`config.mk`:
```
export PLATFORM = sky130hd
export DESIGN_NAME = mul_div_issue_queue
export DESIGN_NICKNAME = d
export VERILOG_FILES = /design/src/rtl/mul_div_issue_queue.sv
export SDC_FILE = /design/constraint.sdc
export NUM_CORES = 1
export LEC_CHECK = 0
export ABC_AREA = 1
export BUFFER_PORTS_ARGS = -buffer_cell sky130_fd_sc_hd__buf_2
export CORE_MARGIN = 2
export CORE_UTILIZATION = 38
export CTS_CLUSTER_SIZE = 20
export DETAILED_ROUTE_END_ITERATION = 12
export PLACE_DENSITY = 0.59
export REMOVE_ABC_BUFFERS = 1
export SETUP_SLACK_MARGIN = 0.1
export SLEW_MARGIN = 30
export SYNTH_ARGS = -nofsm -noshare
export SYNTH_HDL_FRONTEND = slang
export SYNTH_SLANG_ARGS = --single-unit
export TNS_END_PERCENT = 1
```
`constraint.sdc`:
```
create_clock -name clk -period 3.9 [get_ports clk]
set_input_delay 1.17 -clock clk [delete_from_list [all_inputs] [get_ports clk]]
set_output_delay 1.17 -clock clk [all_outputs]
set_load 0.05 [all_outputs]
```
`src/rtl/mul_div_issue_queue.sv`:
```
// rtl/mul_div_issue_queue.sv - collapsing out-of-order issue queue feeding the mul and div units
module mul_div_issue_queue #(
  parameter int                  DEPTH       = 4,
  parameter int                  WORD_WIDTH  = 32,
  parameter int                  OP_WIDTH    = 5,
  parameter int                  PTAG_W      = 6,
  parameter int                  WB_PORTS    = 2,
  parameter logic [OP_WIDTH-1:0] ALU_OP_DIV  = OP_WIDTH'(12),
  parameter logic [OP_WIDTH-1:0] ALU_OP_DIVU = OP_WIDTH'(13),
  parameter logic [OP_WIDTH-1:0] ALU_OP_REM  = OP_WIDTH'(14),
  parameter logic [OP_WIDTH-1:0] ALU_OP_REMU = OP_WIDTH'(15)
) (
  input  logic                           clk,
  input  logic                           rst_n,
  input  logic                           flush,
  input  logic                           dispatch_en,
  input  logic [OP_WIDTH-1:0]            dispatch_op,
  input  logic                           dispatch_rs1_ready,
  input  logic                           dispatch_rs2_ready,
  input  logic [PTAG_W-1:0]              dispatch_rs1_Ptag,
  input  logic [PTAG_W-1:0]              dispatch_rs2_Ptag,
  input  logic [WORD_WIDTH-1:0]          dispatch_rs1_value,
  input  logic [WORD_WIDTH-1:0]          dispatch_rs2_value,
  input  logic [PTAG_W-1:0]              dispatch_Pdst,
  output logic                           queue_full,
  input  logic [WB_PORTS-1:0]            wb_valid,
  input  logic [WB_PORTS*PTAG_W-1:0]     wb_Paddr,
  input  logic [WB_PORTS*WORD_WIDTH-1:0] wb_value,
  input  logic                           div_ready,
  output logic                           mul_div_issue_en,
  output logic [OP_WIDTH-1:0]            mul_div_issue_queue_op,
  output logic [WORD_WIDTH-1:0]          mul_div_issue_queue_rs1_value,
  output logic [WORD_WIDTH-1:0]          mul_div_issue_queue_rs2_value,
  output logic [PTAG_W-1:0]              mul_div_issue_queue_Pdst
);

  localparam int CNT_W = $clog2(DEPTH + 1);

  typedef struct packed {
    logic                  valid;
    logic [OP_WIDTH-1:0]   op;
    logic                  rs1_rdy;
    logic [PTAG_W-1:0]     rs1_tag;
    logic [WORD_WIDTH-1:0] rs1_val;
    logic                  rs2_rdy;
    logic [PTAG_W-1:0]     rs2_tag;
    logic [WORD_WIDTH-1:0] rs2_val;
    logic [PTAG_W-1:0]     pdst;
  } entry_t;

  // Returns {rdy, val} after snooping the broadcast ports; lowest matching port wins.
  function automatic logic [WORD_WIDTH:0] wake(
    input logic                           rdy,
    input logic [PTAG_W-1:0]              tag,
    input logic [WORD_WIDTH-1:0]          val,
    input logic [WB_PORTS-1:0]            v,
    input logic [WB_PORTS*PTAG_W-1:0]     t,
    input logic [WB_PORTS*WORD_WIDTH-1:0] d
  );
    logic [WORD_WIDTH:0] r;
    r = {rdy, val};
    for (int p = WB_PORTS - 1; p >= 0; p--) begin
      if (!rdy && v[p] && (t[p*PTAG_W +: PTAG_W] == tag)) begin
        r = {1'b1, d[p*WORD_WIDTH +: WORD_WIDTH]};
      end
    end
    return r;
  endfunction

  function automatic logic is_div(input logic [OP_WIDTH-1:0] op);
    return (op == ALU_OP_DIV) || (op == ALU_OP_DIVU) || (op == ALU_OP_REM) || (op == ALU_OP_REMU);
  endfunction

  entry_t                ent_q [DEPTH];
  entry_t                ent_d [DEPTH];
  entry_t                woke  [DEPTH+1];
  entry_t                sel_ent;
  entry_t                new_ent;
  logic [CNT_W-1:0]      count_q, count_d;
  logic                  div_block_q, div_block_d;
  logic                  found, issue_go, accept;
  int                    sel, disp_idx;

  logic                  issue_en_q;
  logic [OP_WIDTH-1:0]   issue_op_q;
  logic [WORD_WIDTH-1:0] issue_rs1_q, issue_rs2_q;
  logic [PTAG_W-1:0]     issue_pdst_q;

  assign queue_full = (count_q == CNT_W'(DEPTH));

  always_comb begin
    // The extra all-zero slot lets the top entry shift in an empty record.
    for (int i = 0; i < DEPTH; i++) begin
      woke[i] = ent_q[i];
      {woke[i].rs1_rdy, woke[i].rs1_val} =
        wake(ent_q[i].rs1_rdy, ent_q[i].rs1_tag, ent_q[i].rs1_val, wb_valid, wb_Paddr, wb_value);
      {woke[i].rs2_rdy, woke[i].rs2_val} =
        wake(ent_q[i].rs2_rdy, ent_q[i].rs2_tag, ent_q[i].rs2_val, wb_valid, wb_Paddr, wb_value);
    end
    woke[DEPTH] = '0;

    found   = 1'b0;
    sel     = 0;
    sel_ent = '0;
    for (int i = DEPTH - 1; i >= 0; i--) begin
      if (ent_q[i].valid && ent_q[i].rs1_rdy && ent_q[i].rs2_rdy &&
          (!is_div(ent_q[i].op) || (div_ready && !div_block_q))) begin
        found   = 1'b1;
        sel     = i;
        sel_ent = ent_q[i];
      end
    end
    issue_go = found && !flush;
    accept   = dispatch_en && !queue_full && !flush;
    disp_idx = int'(count_q) - (issue_go ? 1 : 0);

    new_ent         = '0;
    new_ent.valid   = 1'b1;
    new_ent.op      = dispatch_op;
    new_ent.rs1_tag = dispatch_rs1_Ptag;
    new_ent.rs2_tag = dispatch_rs2_Ptag;
    new_ent.pdst    = dispatch_Pdst;
    {new_ent.rs1_rdy, new_ent.rs1_val} =
      wake(dispatch_rs1_ready, dispatch_rs1_Ptag, dispatch_rs1_value, wb_valid, wb_Paddr, wb_value);
    {new_ent.rs2_rdy, new_ent.rs2_val} =
      wake(dispatch_rs2_ready, dispatch_rs2_Ptag, dispatch_rs2_value, wb_valid, wb_Paddr, wb_value);

    for (int i = 0; i < DEPTH; i++) begin
      ent_d[i] = (issue_go && (i >= sel)) ? woke[i+1] : woke[i];
      if (accept && (i == disp_idx)) ent_d[i] = new_ent;
      if (flush) ent_d[i].valid = 1'b0;
    end

    if (flush) count_d = '0;
    else       count_d = count_q - CNT_W'(issue_go) + CNT_W'(accept);

    // Covers the cycle before the divider drops div_ready after accepting a start.
    div_block_d = issue_go && is_div(sel_ent.op);
  end

  always_ff @(posedge clk or negedge rst_n) begin
    if (!rst_n) begin
      for (int i = 0; i < DEPTH; i++) ent_q[i] <= '0;
      count_q      <= '0;
      div_block_q  <= 1'b0;
      issue_en_q   <= 1'b0;
      issue_op_q   <= '0;
      issue_rs1_q  <= '0;
      issue_rs2_q  <= '0;
      issue_pdst_q <= '0;
    end else begin
      for (int i = 0; i < DEPTH; i++) ent_q[i] <= ent_d[i];
      count_q     <= count_d;
      div_block_q <= div_block_d;
      issue_en_q  <= issue_go;
      if (issue_go) begin
        issue_op_q   <= sel_ent.op;
        issue_rs1_q  <= sel_ent.rs1_val;
        issue_rs2_q  <= sel_ent.rs2_val;
        issue_pdst_q <= sel_ent.pdst;
      end
    end
  end

  assign mul_div_issue_en              = issue_en_q;
  assign mul_div_issue_queue_op        = issue_op_q;
  assign mul_div_issue_queue_rs1_value = issue_rs1_q;
  assign mul_div_issue_queue_rs2_value = issue_rs2_q;
  assign mul_div_issue_queue_Pdst      = issue_pdst_q;

endmodule

```
==> metrics.cfg <==
[outcome]
run_status=finished clean

[worst_setup_path]
startpoint_type=primary input
path_class=primary input to register
end_kind=register
worstPathRequired_ns=4.41
path_max_fanout=31
critical_path_arrival_ns=3.88

[min_path]
min_path_type=register to register

[power_and_ir_drop]
ir_drop_v=0.0004023
power.density_nw_per_um2=734.0
leakagePower_uw=0.01842

[synthesis]
yosysSeqAreaShare=0.3470
synth_area_leaders=dfrtp_1 (35%), nand2_1 (20%), nand3_1 (17%)
synth_top_area_cell=dfrtp_1
synth_ff_type=dfrtp_1
postSynthCellCount=4871
synth-edff-count=0
postSynthAreaPerCell_um2=6.514
synth-seq-cells=440
yosysWarningCount=0
synth_top_area_frac=0.3470
syn_area_um2=31730
yosysMostFrequentCell=nand2_1
synth_common_cells=nand2_1 (1674), nand3_1 (1092), dfrtp_1 (440)
synthArstFlopShare=1.000
synth_cell_types=50

[drt]
routedWlPerCell_um=26.78
postRouteAntennaNets=0
drc_errors=0
dr.pass1.iters=6
routed_wl_mm=163.5
vias=38350
via_per_inst=6.283
drt_iter0_markers=5322

[floorplan]
die_width_um=293.0
core_um2=82370
rows=105
die_y_um=293.0
pin_count=249
dieArea_um2=85820
start_util=0.3852

[clocking]
cts.sinks=440
cts_root_buf=clkbuf_16
cts_tree=yes
clk_latency_ns=0.64
htreeDepth=2
clockBufferDepth=3
cts_hold_buffers=0
cts_resized=0
cts_inserted_buffers=55
cts_setup_buffers=0
path_clk_slew_ns=0.06

[global_routing]
globalRouteTotalUtil=0.3702
grt_overflow=0
antenna_found_initial=8
grt_max_degree=73
grt_pass1_vias=36550
grt_pass1_wl_mm=237.9

[flow_run]
max-cap-violations=0

[cells_and_area]
syn_to_final_growth_pct=16.48
final_core_util=0.4487
layout-drive-gt1-share=0.1278
fin_nets=5166

[sta]
setup_tns_ns=0
hold_violations=0
clock_skew_ns=0.02337
clock.fmax_ghz=0.2964
period_minus_slack_ns=3.373
maxSlewViolCount=0
period_share=0.8650
rsz0062_at_grt=false
setup-violations-final=0
slew_headroom=0.4558
worst_pin_slew_ns=0.8162

[placed_design]
port_buffers=248
routabilityCongestion=0.9364
place_hpwl_mm=101.0

final timing paths:
path	slack, ns	cells past startpoint	from	to
max	0.53	21	div_ready	ent_q[144]$_DFF_PN0_
min	0.47	2	mul_div_issue_queue_rs2_value[2]$_DFFE_PN0N_	mul_div_issue_queue_rs2_value[2]$_DFFE_PN0N_
max reg2reg	0.70	20	ent_q[263]$_DFF_PN0_	ent_q[144]$_DFF_PN0_
min reg2reg	0.47	2	mul_div_issue_queue_rs2_value[2]$_DFFE_PN0N_	mul_div_issue_queue_rs2_value[2]$_DFFE_PN0N_
max in group asynchronous	2.50	2	rst_n	ent_q[341]$_DFFE_PN0P_
min in group asynchronous	0.57	1	rst_n	ent_q[258]$_DFFE_PN0P_
per-stage QoR:
step / instance area, µm² / instances / worst slack [ns] / total power (µW) / hold slack, ns
5_1_grt: 36950 / 6102 / 0.4068 / 28500 / 0.4947
4_1_cts: 36940 / 6100 / 0.5819 / 26680 / 0.4769
2_1_floorplan: 29890 / 4479 / -5.105 / 15640 / 0.4492
3_3_place_gp: 35000 / 5999 / 0.02564 / 20890 / 0.4579
3_5_place_dp: 35000 / 5999 / -0.05361 / 21040 / 0.4614
6_report: 36960 / 6104 / 0.5266 / 27130 / 0.4717
flip-flops by register name, summed over array words and instances (netlist names):
signal	flops
ent_q	360
mul_div_issue_queue_rs1_value	32
mul_div_issue_queue_Pdst	6
mul_div_issue_queue_op	5
mul_div_issue_queue_rs2_value	32
mul_div_issue_en	1
count_q	3
div_block_q	1
cell usage in the layout (no fill, tap or decap), drive strengths merged:
master / instances
xor2: 16
o221ai: 59
nor2: 117
a31oi: 4
nand3b: 2
bufinv: 7
and2: 2
clkinv: 14
clkbuf: 78
o21bai: 29
xnor2: 6
o21ai: 124
diode: 4
nor3b: 2
nand2: 1686
inv: 381
o211ai: 54
a21boi: 1
nor3: 22
fa: 1
o311ai: 1
clkinvlp: 4
o2111ai: 65
and3: 1
nand4: 232
ha: 7
dfrtp: 440
o22ai: 38
nand3: 1098
nor4: 5
buf: 450
a21oi: 84
power by group:
group          switching (µW)  internal (µW)
clock                    2260           3360
combinational            9580           4120
sequential               1160           6640
total                   13000          14100
cells by family (layout without fill, tap and decap cells):
kind of cell	count (synthesis)	count (layout)	share of synthesized area
compound gates	459	459	0.09559
flops	440	440	0.3470
xor+xnor	22	22	0.006073
buf+inv	775	934	0.1033
simple gates	3167	3167	0.4446
fa+ha+maj	8	8	0.003391
other cells	0	4	0
per-layer routing:
metal  vias to the layer above  track usage  part of all wire  wire length (µm)
met5                         -            0           0.00039                63
met4                         8       0.2289             0.072             11810
met3                       819       0.1183              0.14             23650
met2                      3075       0.5546              0.42             68820
met1                     17770       0.4623              0.36             59150
li1                      16680            -                 -                 -
critical path, stage by stage:
cell and delay, ns:
buf_2 0.10, nand2_2 0.09, nand3_1 0.18, nand2_8 0.13, nand2_4 0.05, inv_2 0.05, nand2_2 0.05, nor2_2 0.16
nor2_4 0.05, ha_1 0.18, ha_1 0.20, xnor2_1 0.17, nand2_2 0.14, buf_4 0.17, nor3_4 0.25, inv_2 0.07
nand2_2 0.09, inv_2 0.13, buf_12 0.22, nand3_1 0.11, nand3_1 0.09
final cells by class:
class | count | area [µm²]
Timing Repair Buffer | 450 | 3535
Multi-Input combinational cell | 3656 | 17680
Inverter | 383 | 1440
Tap cell | 1070 | 1339
Sequential cell | 440 | 11010
Fill cell | 8505 | 45420
Clock buffer | 78 | 1635
Clock inverter | 23 | 304.0
Antenna cell | 4 | 10.01
No activity file was read; power rests on OpenSTA's default activity.
